==> src/rtl/lcd_pkg.sv <==
// lcd_pkg: ST7789 opcodes, scheduler state/grant types and the address-argument byte picker.
package lcd_pkg;
  localparam logic [7:0] OP_CASET = 8'h2A;
  localparam logic [7:0] OP_RASET = 8'h2B;
  localparam logic [7:0] OP_RAMWR = 8'h2C;
  localparam logic [7:0] OP_NOP = 8'h00;
  typedef enum logic [3:0] {
    ST_IDLE, ST_CMD, ST_CASET, ST_CARG, ST_RASET, ST_RARG, ST_RAMWR, ST_PIX_HI, ST_PIX_LO, ST_DONE
  } state_e;
  typedef enum logic {GRANT_WIN, GRANT_CMD} grant_e;
  function automatic logic [7:0] arg_byte(logic [15:0] a, logic [15:0] b, logic [1:0] i);
    return i[1] ? (i[0] ? b[7:0] : b[15:8]) : (i[0] ? a[7:0] : a[15:8]);
  endfunction
endpackage

==> src/rtl/lcd_byte_reg.sv <==
// lcd_byte_reg: 1-deep byte holding register towards the serializer, reloadable while draining.
module lcd_byte_reg (
  input  logic       clk_spi,
  input  logic       reset,
  input  logic       load,
  input  logic       dc,
  input  logic [7:0] data,
  output logic       can_load,
  input  logic       out_ready,
  output logic       out_valid,
  output logic       out_dc,
  output logic [7:0] out_data
);
  assign can_load = !out_valid || out_ready;
  always_ff @(posedge clk_spi) begin
    if (reset) begin
      out_valid <= 1'b0;
      out_dc <= 1'b1;
      out_data <= 8'h00;
    end else if (load) begin
      out_valid <= 1'b1;
      out_dc <= dc;
      out_data <= data;
    end else if (out_ready) begin
      out_valid <= 1'b0;
    end
  end
endmodule

==> src/rtl/lcd_window_ctrl.sv <==
// lcd_window_ctrl: schedules CASET/RASET/RAMWR window writes and RGB565 pixel bytes,
// sharing the serializer byte port with a fairly arbitrated raw command port.
module lcd_window_ctrl
  import lcd_pkg::*;
#(
  parameter int c_x_bits = 8,
  parameter int c_y_bits = 8,
  parameter int c_x_offset = 0,
  parameter int c_y_offset = 0,
  parameter logic [7:0] c_caset = OP_CASET,
  parameter logic [7:0] c_raset = OP_RASET,
  parameter logic [7:0] c_ramwr = OP_RAMWR
) (
  input  logic                clk_spi,
  input  logic                reset,
  input  logic                win_valid,
  output logic                win_ready,
  input  logic [c_x_bits-1:0] win_x0,
  input  logic [c_x_bits-1:0] win_x1,
  input  logic [c_y_bits-1:0] win_y0,
  input  logic [c_y_bits-1:0] win_y1,
  input  logic                pix_valid,
  output logic                pix_ready,
  input  logic [15:0]         pix_color,
  input  logic                cmd_valid,
  output logic                cmd_ready,
  input  logic                cmd_dc,
  input  logic [7:0]          cmd_data,
  output logic                out_valid,
  input  logic                out_ready,
  output logic                out_dc,
  output logic [7:0]          out_data,
  output logic [c_x_bits-1:0] x,
  output logic [c_y_bits-1:0] y,
  output logic                busy,
  output logic                win_done,
  output logic                win_error
);
  localparam int c_cnt_bits = c_x_bits + c_y_bits + 1;
  state_e state, state_n;
  grant_e last_grant;
  logic [c_x_bits-1:0] bx0, bx1;
  logic [c_y_bits-1:0] by0, by1;
  logic cmd_dc_q;
  logic [7:0] cmd_data_q, pix_lo, ld_data;
  logic [1:0] arg_idx;
  logic [c_cnt_bits-1:0] cnt, w_cnt, h_cnt;
  logic [15:0] cx0, cx1, ry0, ry1;
  logic load, ld_dc, can_load, ok, grant_win, bad_win;
  lcd_byte_reg u_byte_reg (
    .clk_spi(clk_spi), .reset(reset), .load(load), .dc(ld_dc), .data(ld_data),
    .can_load(can_load), .out_ready(out_ready), .out_valid(out_valid),
    .out_dc(out_dc), .out_data(out_data)
  );
  assign ok = can_load && !reset;
  assign grant_win = win_valid && (!cmd_valid || last_grant == GRANT_CMD);
  assign bad_win = (win_x1 < win_x0) || (win_y1 < win_y0);
  assign cx0 = 16'(bx0) + 16'(c_x_offset);
  assign cx1 = 16'(bx1) + 16'(c_x_offset);
  assign ry0 = 16'(by0) + 16'(c_y_offset);
  assign ry1 = 16'(by1) + 16'(c_y_offset);
  assign w_cnt = c_cnt_bits'(bx1) - c_cnt_bits'(bx0) + c_cnt_bits'(1);
  assign h_cnt = c_cnt_bits'(by1) - c_cnt_bits'(by0) + c_cnt_bits'(1);
  assign busy = state != ST_IDLE || out_valid;
  always_comb begin
    state_n = state;
    load = 1'b0;
    ld_dc = 1'b1;
    ld_data = 8'h00;
    win_ready = 1'b0;
    cmd_ready = 1'b0;
    pix_ready = 1'b0;
    case (state)
      ST_IDLE: begin
        win_ready = ok && grant_win;
        cmd_ready = ok && !grant_win && cmd_valid;
        state_n = win_ready ? (bad_win ? ST_IDLE : ST_CASET) : cmd_ready ? ST_CMD : ST_IDLE;
      end
      ST_CMD: begin
        load = can_load;
        ld_dc = cmd_dc_q;
        ld_data = cmd_data_q;
        state_n = can_load ? ST_IDLE : ST_CMD;
      end
      ST_CASET: begin
        load = can_load;
        ld_dc = 1'b0;
        ld_data = c_caset;
        state_n = can_load ? ST_CARG : ST_CASET;
      end
      ST_CARG: begin
        load = can_load;
        ld_data = arg_byte(cx0, cx1, arg_idx);
        state_n = (can_load && arg_idx == 2'd3) ? ST_RASET : ST_CARG;
      end
      ST_RASET: begin
        load = can_load;
        ld_dc = 1'b0;
        ld_data = c_raset;
        state_n = can_load ? ST_RARG : ST_RASET;
      end
      ST_RARG: begin
        load = can_load;
        ld_data = arg_byte(ry0, ry1, arg_idx);
        state_n = (can_load && arg_idx == 2'd3) ? ST_RAMWR : ST_RARG;
      end
      ST_RAMWR: begin
        load = can_load;
        ld_dc = 1'b0;
        ld_data = c_ramwr;
        state_n = can_load ? ST_PIX_HI : ST_RAMWR;
      end
      ST_PIX_HI: begin
        pix_ready = ok;
        load = ok && pix_valid;
        ld_data = pix_color[15:8];
        state_n = load ? ST_PIX_LO : ST_PIX_HI;
      end
      ST_PIX_LO: begin
        load = can_load;
        ld_data = pix_lo;
        state_n = can_load ? (cnt == c_cnt_bits'(1) ? ST_DONE : ST_PIX_HI) : ST_PIX_LO;
      end
      ST_DONE: state_n = (!out_valid || out_ready) ? ST_IDLE : ST_DONE;
      default: state_n = ST_IDLE;
    endcase
  end
  always_ff @(posedge clk_spi) begin
    if (reset) begin
      state <= ST_IDLE;
      last_grant <= GRANT_CMD;
      bx0 <= '0;
      bx1 <= '0;
      by0 <= '0;
      by1 <= '0;
      cmd_dc_q <= 1'b1;
      cmd_data_q <= 8'h00;
      pix_lo <= 8'h00;
      arg_idx <= 2'd0;
      cnt <= '0;
      x <= '0;
      y <= '0;
      win_done <= 1'b0;
      win_error <= 1'b0;
    end else begin
      state <= state_n;
      win_done <= state == ST_DONE && state_n == ST_IDLE;
      win_error <= win_ready && bad_win;
      if (win_ready) begin
        bx0 <= win_x0;
        bx1 <= win_x1;
        by0 <= win_y0;
        by1 <= win_y1;
      end
      if (cmd_ready) begin
        cmd_dc_q <= cmd_dc;
        cmd_data_q <= cmd_data;
        last_grant <= GRANT_CMD;
      end
      // a dropped window also counts as a window turn so a bad requester cannot starve the raw port
      if ((win_ready && bad_win) || (state == ST_DONE && state_n == ST_IDLE))
        last_grant <= GRANT_WIN;
      if (load && (state == ST_CARG || state == ST_RARG))
        arg_idx <= arg_idx + 2'd1;
      if (load && state == ST_RAMWR) begin
        x <= bx0;
        y <= by0;
        cnt <= w_cnt * h_cnt;
      end
      if (load && state == ST_PIX_HI)
        pix_lo <= pix_color[7:0];
      if (load && state == ST_PIX_LO) begin
        x <= x == bx1 ? bx0 : x + c_x_bits'(1);
        y <= x == bx1 ? y + c_y_bits'(1) : y;
        cnt <= cnt - c_cnt_bits'(1);
      end
    end
  end
endmodule

==> config.mk <==
export PLATFORM = sky130hd
export DESIGN_NAME = lcd_window_ctrl
export DESIGN_NICKNAME = d
export VERILOG_FILES = /design/src/rtl/lcd_pkg.sv /design/src/rtl/lcd_byte_reg.sv /design/src/rtl/lcd_window_ctrl.sv
export SDC_FILE = /design/constraint.sdc
export NUM_CORES = 1
export LEC_CHECK = 0
export BUFFER_PORTS_ARGS = -buffer_cell sky130_fd_sc_hd__buf_2
export CORE_AREA = 2 2 131 146
export CTS_BUF_LIST = sky130_fd_sc_hd__clkbuf_2 sky130_fd_sc_hd__clkbuf_4 sky130_fd_sc_hd__clkbuf_8
export DETAILED_ROUTE_END_ITERATION = 12
export DIE_AREA = 0 0 133 148
export GPL_TIMING_DRIVEN = 0
export HOLD_SLACK_MARGIN = 0.12
export PLACE_DENSITY = 0.74
export REMOVE_ABC_BUFFERS = 1
export SYNTH_ARGS = -nofsm -noshare
export SYNTH_HDL_FRONTEND = slang
export SYNTH_SLANG_ARGS = --single-unit
==> constraint.sdc <==
create_clock -name clk_spi -period 8.98 [get_ports clk_spi]
set_clock_uncertainty 0.1 [all_clocks]
set_input_delay 0 -clock clk_spi [delete_from_list [all_inputs] [get_ports clk_spi]]
set_output_delay 0 -clock clk_spi [all_outputs]
set_load 0.01 [all_outputs]
## Word-level counts from Yosys, hierarchy flattened

Index checks and enable logic that the tools add are counted.
W data, S select, Z words.

| storage, ports and cells | value |
|---|---|
| word-level logic and storage cells | 112 |
| output and inout bits | 32 |
| input bits | 63 |
| register bits | 101 |

| cells by class | value |
|---|---|
| multiplexer cells | 38 |
| reduce and logical (&&, ||, !) cells | 32 |
| multiply operators | 1 |
| add/sub/neg operators | 8 |
| equal/unequal tests | 13 |
| order comparisons | 2 |

Operator list:

| cell | count |
|---|---|
| $mux W8 | 12 |
| $pmux W8 S8 | 1 |
| $pmux W4 S10 | 1 |
| $mux W17 | 2 |
| $add A9 B2 Y10 const B | 2 |
| $sub A8 B8 Y9 | 2 |
| $eq A17 B1 Y1 const B | 1 |
| $mul A10 B10 Y17 | 1 |
| $sub A17 B1 Y17 const B | 1 |
| $add A8 B1 Y8 const B | 2 |
| $eq A4 B3 Y1 const B | 4 |
| $lt A8 B8 Y1 | 2 |
| $mux W4 | 4 |
| $logic_and A1 B1 Y1 | 13 |
| $mux W1 | 12 |
| $eq A4 B2 Y1 const B | 2 |
| $eq A4 B4 Y1 const B | 2 |
| $eq A8 B8 Y1 | 1 |
| $logic_not A4 Y1 | 2 |
| $reduce_or A7 Y1 | 1 |
| $logic_or A1 B1 Y1 | 6 |
| $mux W2 | 3 |
| $reduce_bool A2 Y1 | 3 |
| $eq A4 B1 Y1 const B | 1 |
| 9 further kinds | 13 |

## Longest topological paths before layout

Gate-level depths: netlist of the first run.

| depth | value |
|---|---|
| depth in word-level cells | 13 |
| gate-level depth with buffers | 30 |
| mapped depth without buffers | 29 |

## By module

Synthesis of the first run repeated with hierarchy kept, for this count alone.

| unflattened totals | value |
|---|---|
| cell total of the unflattened synthesis | 1203 |
| area total of the unflattened synthesis | 9857.0 µm² |

By module, submodules not included:

| module | times used | area each (µm²) | sequential area each (µm²) | cells each |
|---|---|---|---|---|
| lcd_window_ctrl | 1 | 9500.4 | 1821.7 | 1170 |
| lcd_byte_reg | 1 | 356.6 | 200.2 | 33 |

## Worst setup path before layout of the first run

OpenSTA, ideal clock, no wires.

| timing path | value |
|---|---|
| path type | reg2reg |
| start point | reg bx1[0] |
| end point | reg cnt[15] |
| data required time | 8.749 ns |
| setup slack | 1.924 ns |
| buffers on the path | 1 |
| clock period less this slack | 7.056 ns |
| stages on the path, launching flop included | 31 |
| arrival | 6.826 ns |
| setup time | 0.131 ns |
| cell sequence | dfxtp_1 -> inv_1 -> ha_1 -> inv_1 -> fa_1 -> a211oi_1 -> or3_4 -> a21oi_1 -> a211o_2 -> nor4_1 -> or2_2 -> clkbuf_1 -> nand2_1 -> fa_1 -> inv_1 -> fa_1 -> inv_1 -> fa_1 -> inv_1 -> fa_1 -> inv_1 -> fa_1 -> inv_1 -> ha_1 -> a21oi_1 -> o21bai_1 -> a21oi_1 -> o21ai_0 -> o41ai_1 -> xor2_1 -> o22ai_1 |

| between the ends | value |
|---|---|
| word-level cells in the longest chain between the ends | 5 |

RTL lines:

| item | line | source |
|---|---|---|
| start: declaration | lcd_window_ctrl.sv:42 | `logic [c_x_bits-1:0] bx0, bx1;` |
| start signal: assignment | lcd_window_ctrl.sv:151 | `bx1 <= win_x1;` |
| $sub A8 B8 Y9 | lcd_window_ctrl.sv:62 | `assign w_cnt = c_cnt_bits'(bx1) - c_cnt_bits'(bx0) + c_cnt_bits'(1);` |
| $add A9 B2 Y10 | lcd_window_ctrl.sv:62 |  |
| $mul A10 B10 Y17 | lcd_window_ctrl.sv:168 | `cnt <= w_cnt * h_cnt;` |
| $mux W17 | lcd_window_ctrl.sv:165 | `if (load && state == ST_RAMWR) begin` |
| $mux W17 | lcd_window_ctrl.sv:172 | `if (load && state == ST_PIX_LO) begin` |
| end signal: assignment | lcd_window_ctrl.sv:168 |  |
| end signal: assignment | lcd_window_ctrl.sv:175 | `cnt <= cnt - c_cnt_bits'(1);` |
| end: declaration | lcd_window_ctrl.sv:47 | `logic [c_cnt_bits-1:0] cnt, w_cnt, h_cnt;` |

No other way between the ends. The select of a mux whose other input is x is not followed.
A chain may end at the register's enable or synchronous reset.

## Final worst setup path of the first run

| timing path | value |
|---|---|
| start point | reg by0[0] |
| end point | reg cnt[16] |

| between the ends | value |
|---|---|
| word-level cells in the longest chain between the ends | 5 |

RTL lines:

| item | line | source |
|---|---|---|
| start: declaration | lcd_window_ctrl.sv:43 | `logic [c_y_bits-1:0] by0, by1;` |
| start signal: assignment | lcd_window_ctrl.sv:152 | `by0 <= win_y0;` |
| $sub A8 B8 Y9 | lcd_window_ctrl.sv:63 | `assign h_cnt = c_cnt_bits'(by1) - c_cnt_bits'(by0) + c_cnt_bits'(1);` |
| $add A9 B2 Y10 | lcd_window_ctrl.sv:63 |  |
| $mul A10 B10 Y17 | lcd_window_ctrl.sv:168 |  |
| $mux W17 | lcd_window_ctrl.sv:165 |  |
| $mux W17 | lcd_window_ctrl.sv:172 |  |

No other way between the ends. The select of a mux whose other input is x is not followed.

==> results of run 1 <==
==> stage by stage <==
stage | std cells | setup WS, ns | hold slack, ns | utilization | cell area (um2)
5_1_grt | 1640 | 0.696 | 0.207 | 0.630 | 11400
3_3_place_gp | 1548 | 1.24 | 0.113 | 0.575 | 10400
6_report | 1640 | 1.14 | 0.141 | 0.630 | 11400
3_5_place_dp | 1551 | 1.23 | 0.129 | 0.578 | 10500
2_1_floorplan | 1211 | 1.97 | -0.0459 | - | 9670
4_1_cts | 1640 | 1.22 | 0.122 | 0.630 | 11400
==> sequential cells by signal, indices dropped and copies added, names as in the netlist, 2 cells and up <==
signal,cells
arg_idx,2
y,8
x,8
u_byte_reg.out_data,8
bx0,8
state,4
bx1,8
by1,8
by0,8
cmd_data_q,8
cnt,17
pix_lo,8
==> logic make-up (layout without fill, tap and decap cells) <==
kind of cell    after synthesis  after routing
simple gates                442            442
xor+xnor                     60             60
fa+ha+maj                   159            159
buf+inv                     204            341
compound gates              266            266
mux                          28             28
flops                       101            101
==> Yosys cell counts (2+ instances only) <==
cell type	n
inv_1	153
clkinv_1	2
a2111o_1	2
a211oi_1	16
xor2_1	20
nor2_1	107
or3_1	3
nand4_1	5
o211ai_1	6
a221oi_1	2
a21o_1	18
fa_1	78
or3b_2	2
a31oi_1	7
buf_1	4
o22ai_1	15
and3_1	12
nand3_1	24
clkbuf_1	44
dfxtp_1	101
nand2b_1	12
nor4_1	4
nor3b_1	10
nor3_1	27
and2_0	7
o31a_1	2
a21oi_1	102
mux2i_1	28
ha_1	81
nor2b_1	11
a311oi_1	5
or2_2	4
o21ai_0	61
a22oi_1	10
o21bai_1	4
and2_1	23
nand2_1	176
o21a_1	3
xnor2_1	39
nand3b_1	6
==> layer usage <==
metal	track usage	part of all wire
met1	0.338	0.44
met4	0.0984	0.028
met5	0	0
met3	0.0408	0.052
met2	0.455	0.48
==> worst max-delay path, delay by kind of cell (launching register included) <==
family          cells  cell delay [ns]
xor+xnor            3             0.99
compound gates      4             0.91
buf+inv             4             0.21
simple gates        6             1.52
fa+ha+maj           8             3.55
flops               1             0.44
==> path summary, 6_finish.rpt <==
path                                     from                endpoint  slack, ns  cells past startpoint
worst max register to register         by0[0]                 cnt[16]       1.14                     25
worst min register to register  cmd_data_q[0]           cmd_data_q[0]       0.37                      2
worst min-delay path             pix_color[8]  u_byte_reg.out_data[0]       0.14                      7
worst max-delay path                   by0[0]                 cnt[16]       1.14                     25
==> area by class of cell <==
cell class              instances  share of cell area
clock buffers                  10              0.0120
clock inverters                 6             0.00580
inverters                     155              0.0509
multi-input cells             955               0.618
flip-flops and latches        101               0.177
well taps                     243              0.0266
repair buffers                170               0.110
==> what timing repair did <==
| action | in CTS | in global routing |
|---|---|---|
| hold buffers | 73 | 0 |
| endpoints found under the hold margin | 66 | 0 |
| buffers inserted | 0 | 0 |
==> results.yml, run 1 <==
synth:
  netlist.area_leader.share: 0.205
  synthXorXnorAreaFrac: 0.0547
  syn_avg_cell_area_um2: 7.82
  synth_top_family_by_area: "adder cells"
  syn-cell-area_um2: 9850
  synthAdderAreaFrac: 0.261
  ys_seq_elements: 101
  seq_area_frac_synth: 0.205
  synth_warnings: 0
  synth_compound_area_frac: 0.165
  synth_area_leaders: "dfxtp_1, fa_1, ha_1"
  async_flop_share: 0
  synthDistinctLibCells: 64
  synth_cells: 1260
  synth.largest_area_cell: "dfxtp_1"
  ys.flop_type: "dfxtp_1"
  synth_mux_area_frac: 0.0284
  synth_edf_count: 0
  synth_simple_gate_area_share: 0.208
floorplanning:
  die_w_um: 133
  core_um2: 18200
  rows: 52
  die-area_um2: 19700
  io_pins: 95
  die_h_um: 148
  start_util: 0.543
clocking:
  clock_latency_ns: 0.39
  clk_pin_slew_worst_paths_ns: 0.12
  cts-buffers-inserted: 9
  cts_tree: "done"
  cts.path.max_buffers: 2
  cts_sinks: 101
  clockRootBuffer: "clkbuf_8"
  ctsResizeCount: 0
  htreeDepth: 3
cells_and_area:
  multiInputGateArea_um2: 7070
  antenna_cells: 0
  n_fill_cell: 1520
  final_cell_mix: "nand2_1, inv_1, nor2_1, a21oi_1, dfxtp_1"
  area_growth_pct: 16.1
  seq_area_um2: 2020
  final_nets: 1614
  final_common_cell: "nand2_1"
  drive_gt1_frac: 0.0909
critical_path:
  critPathCaptureType: "flip-flop"
  path_class: "flip-flop to flip-flop"
  arrival_ns: 8.01
  slowest_delay_ns: 0.65
  cp_slowest_cell: "nor3_1"
  critPathRequiredTime_ns: 9.15
  cpMostUsedCell: "fa_1"
  cp-start-kind: "flip-flop"
  crit_fanout: 9
hold_path:
  min_path_type: "primary input to flip-flop"
timing:
  timing.slew.headroom: 0.0777
  slew_violations: 0
  rsz0062_at_grt: "false"
  final.setup.tns_ns: 0
  timing.fmax_mhz: 127
  final-hold-violation-count: 0
  tightest_slew_ns: 1.38
  period_share: 0.873
  period_minus_slack_ns: 7.84
  setup_viol: 0
drt:
  drt-pass1-iter-count: 5
  final_antenna_net_count: 0
  routed_wl_um: 25400
  vias_per_cell: 5.58
  vias: 9147
  drt_iter0_markers: 531
  wl_per_cell_um: 15.5
  drc: 0
placement:
  dp.final_hpwl_um: 18600
  globalplace.congestion: 0.937
  port_buffers: 94
global_routing:
  antenna_found_initial: 0
  grt_pass1_vias: 9022
  track_usage: 0.265
  grt_overflow_total: 0
  grt_pass1_wl_um: 42700
  grt_max_degree: 76
job:
  cap_viol_max_count: 0
outcome:
  outcome: "finished clean"
Power of run 1 is left out: the tool's default activity adds up to more than one toggle a clock period on the data nets, which glitch-free logic cannot reach.
==> inputs of run 2 (changes only) <==
==> constraint.sdc (replaced) <==
create_clock -name clk_spi -period 7.3 [get_ports clk_spi]
set_clock_uncertainty 0.1 [all_clocks]
set_input_delay 0 -clock clk_spi [delete_from_list [all_inputs] [get_ports clk_spi]]
set_output_delay 0 -clock clk_spi [all_outputs]
set_load 0.01 [all_outputs]
==> results.yml, run 2 (synthesis results as in run 1) <==
outcome:
  outcome: "finished clean"
timing:
  period_share: 0.976
  rsz0062_at_grt: "true"
  slew_violations: 0
  tightest_slew_ns: 1.34
  timing.slew.headroom: 0.102
  period_minus_slack_ns: 7.13
  whs_ns: 0.141
  final.setup.tns_ns: 0
  setup_viol: 0
  timing.fmax_mhz: 140
  final-hold-violation-count: 0
clocking:
  cts-buffers-inserted: 9
  cts_sinks: 101
  htreeDepth: 3
  clk_pin_slew_worst_paths_ns: 0.12
  cts_tree: "done"
  clock_latency_ns: 0.39
  clockRootBuffer: "clkbuf_8"
  cts.path.max_buffers: 2
global_routing:
  grt_pass1_vias: 9027
  track_usage: 0.266
  grt_pass1_wl_um: 42800
  grt_overflow_total: 0
  grt_max_degree: 76
  antenna_found_initial: 0
floorplanning:
  core_um2: 18200
  io_pins: 95
  die_w_um: 133
  die-area_um2: 19700
  start_util: 0.543
  rows: 52
  die_h_um: 148
critical_path:
  r2r_start: "bx0[1]"
  arrival_ns: 7.30
  crit_end: "cnt[12]"
  crit_start: "bx0[1]"
  crit_fanout: 6
  rr_worst_depth: 25
  path_class: "flip-flop to flip-flop"
  timing.rr.end: "cnt[12]"
  cp-start-kind: "flip-flop"
  critPathRequiredTime_ns: 7.48
  r2r_setup_slack_ns: 0.17
  critPathCaptureType: "flip-flop"
cells_and_area:
  final_nets: 1631
  n_fill_cell: 1432
  final_cell_mix: "nand2_1, inv_1, nor2_1, dfxtp_1, a21oi_1"
  final_cells: 1657
  drive_gt1_frac: 0.132
  largest_register_ffs: 17
  multiInputGateArea_um2: 7370
  final_common_cell: "nand2_1"
  area_growth_pct: 20.7
  antenna_cells: 0
  seq_area_um2: 2030
  largest-register: "cnt"
drt:
  vias: 9333
  final_antenna_net_count: 0
  vias_per_cell: 5.63
  drt_iter0_markers: 561
  drc: 0
  wl_per_cell_um: 15.9
  routed_wl_um: 26300
  drt-pass1-iter-count: 5
placement:
  dp.cells: 1551
  globalplace.congestion: 0.937
  dp.final_hpwl_um: 18600
  port_buffers: 94
hold_path:
  min_path_type: "primary input to flip-flop"
job:
  cap_viol_max_count: 0
## run 2: cell types whose count changed in the layout (fill, tap and decap cells not counted), sizes merged
cell	before	now
buf	97	114
## run 2: per-layer routing
layer  up-vias  GRT usage  routed length (um)
met1      4448      0.337               11200
li1       4498          -                   -
met5         -          0                   0
met4         0     0.0995                 846
met3        58     0.0446                1510
met2       329      0.457               12800
## run 2: per-stage QoR
step           worst slack [ns]  utilization  instance area [um2]
5_1_grt                 -0.0921        0.655                11900
2_1_floorplan             0.289            -                 9670
3_3_place_gp             -0.436        0.575                10400
3_5_place_dp             -0.448        0.578                10500
6_report                  0.173        0.655                11900
4_1_cts                  0.0105        0.637                11600
## run 2: timing repair
| item | 4_1_cts | 5_1_grt |
|---|---|---|
| setup buffers | 4 | 13 |
| pin swaps | 4 | 22 |
| gates resized for setup | 18 | 43 |
| endpoints found under the hold margin | 66 | 0 |
| hold buffers | 73 | 0 |
| endpoints found under the setup margin | 5 | 7 |
## run 2: critical path: stages (launching register included)
cell and delay, ns:
dfxtp_1 0.46, inv_1 0.12, ha_1 0.30, and2b_2 0.23, o211a_1 0.27, a211oi_4 0.43, nand4b_1 0.28, nor3b_2 0.10
xnor2_1 0.37, nand2_1 0.15, fa_1 0.51, inv_1 0.06, fa_1 0.52, fa_1 0.44, fa_1 0.56, inv_1 0.06
fa_1 0.54, inv_1 0.04, ha_1 0.34, and3_1 0.20, a211oi_2 0.26, buf_4 0.16, xor2_1 0.22, o22ai_1 0.12
nand2_1 0.10, a21oi_1 0.08
## run 2: cell type report
| type | count | share of cell area |
|---|---|---|
| Multi-Input combinational cell | 955 | 0.620 |
| Sequential cell | 101 | 0.170 |
| Timing Repair Buffer | 187 | 0.118 |
| Inverter | 155 | 0.0489 |
| Tap cell | 243 | 0.0256 |
| Clock buffer | 10 | 0.0116 |
| Clock inverter | 6 | 0.00558 |
## run 2: worst min path at each step
| stage | slack (ns) | endpoint | cells past startpoint | start |
|---|---|---|---|---|
| final | 0.14 | u_byte_reg.out_data[0] | 7 | pix_color[8] |
| after global placement | 0.11 | cmd_dc_q | 3 | cmd_dc |
| after detailed placement | 0.13 | cmd_dc_q | 3 | cmd_dc |
| after floorplan | -0.05 | pix_ready | 1 | reset |
| after CTS | 0.12 | u_byte_reg.out_data[0] | 7 | pix_color[8] |
| after global routing | 0.20 | u_byte_reg.out_data[0] | 7 | pix_color[8] |
Power of run 2 is left out for the same reason.
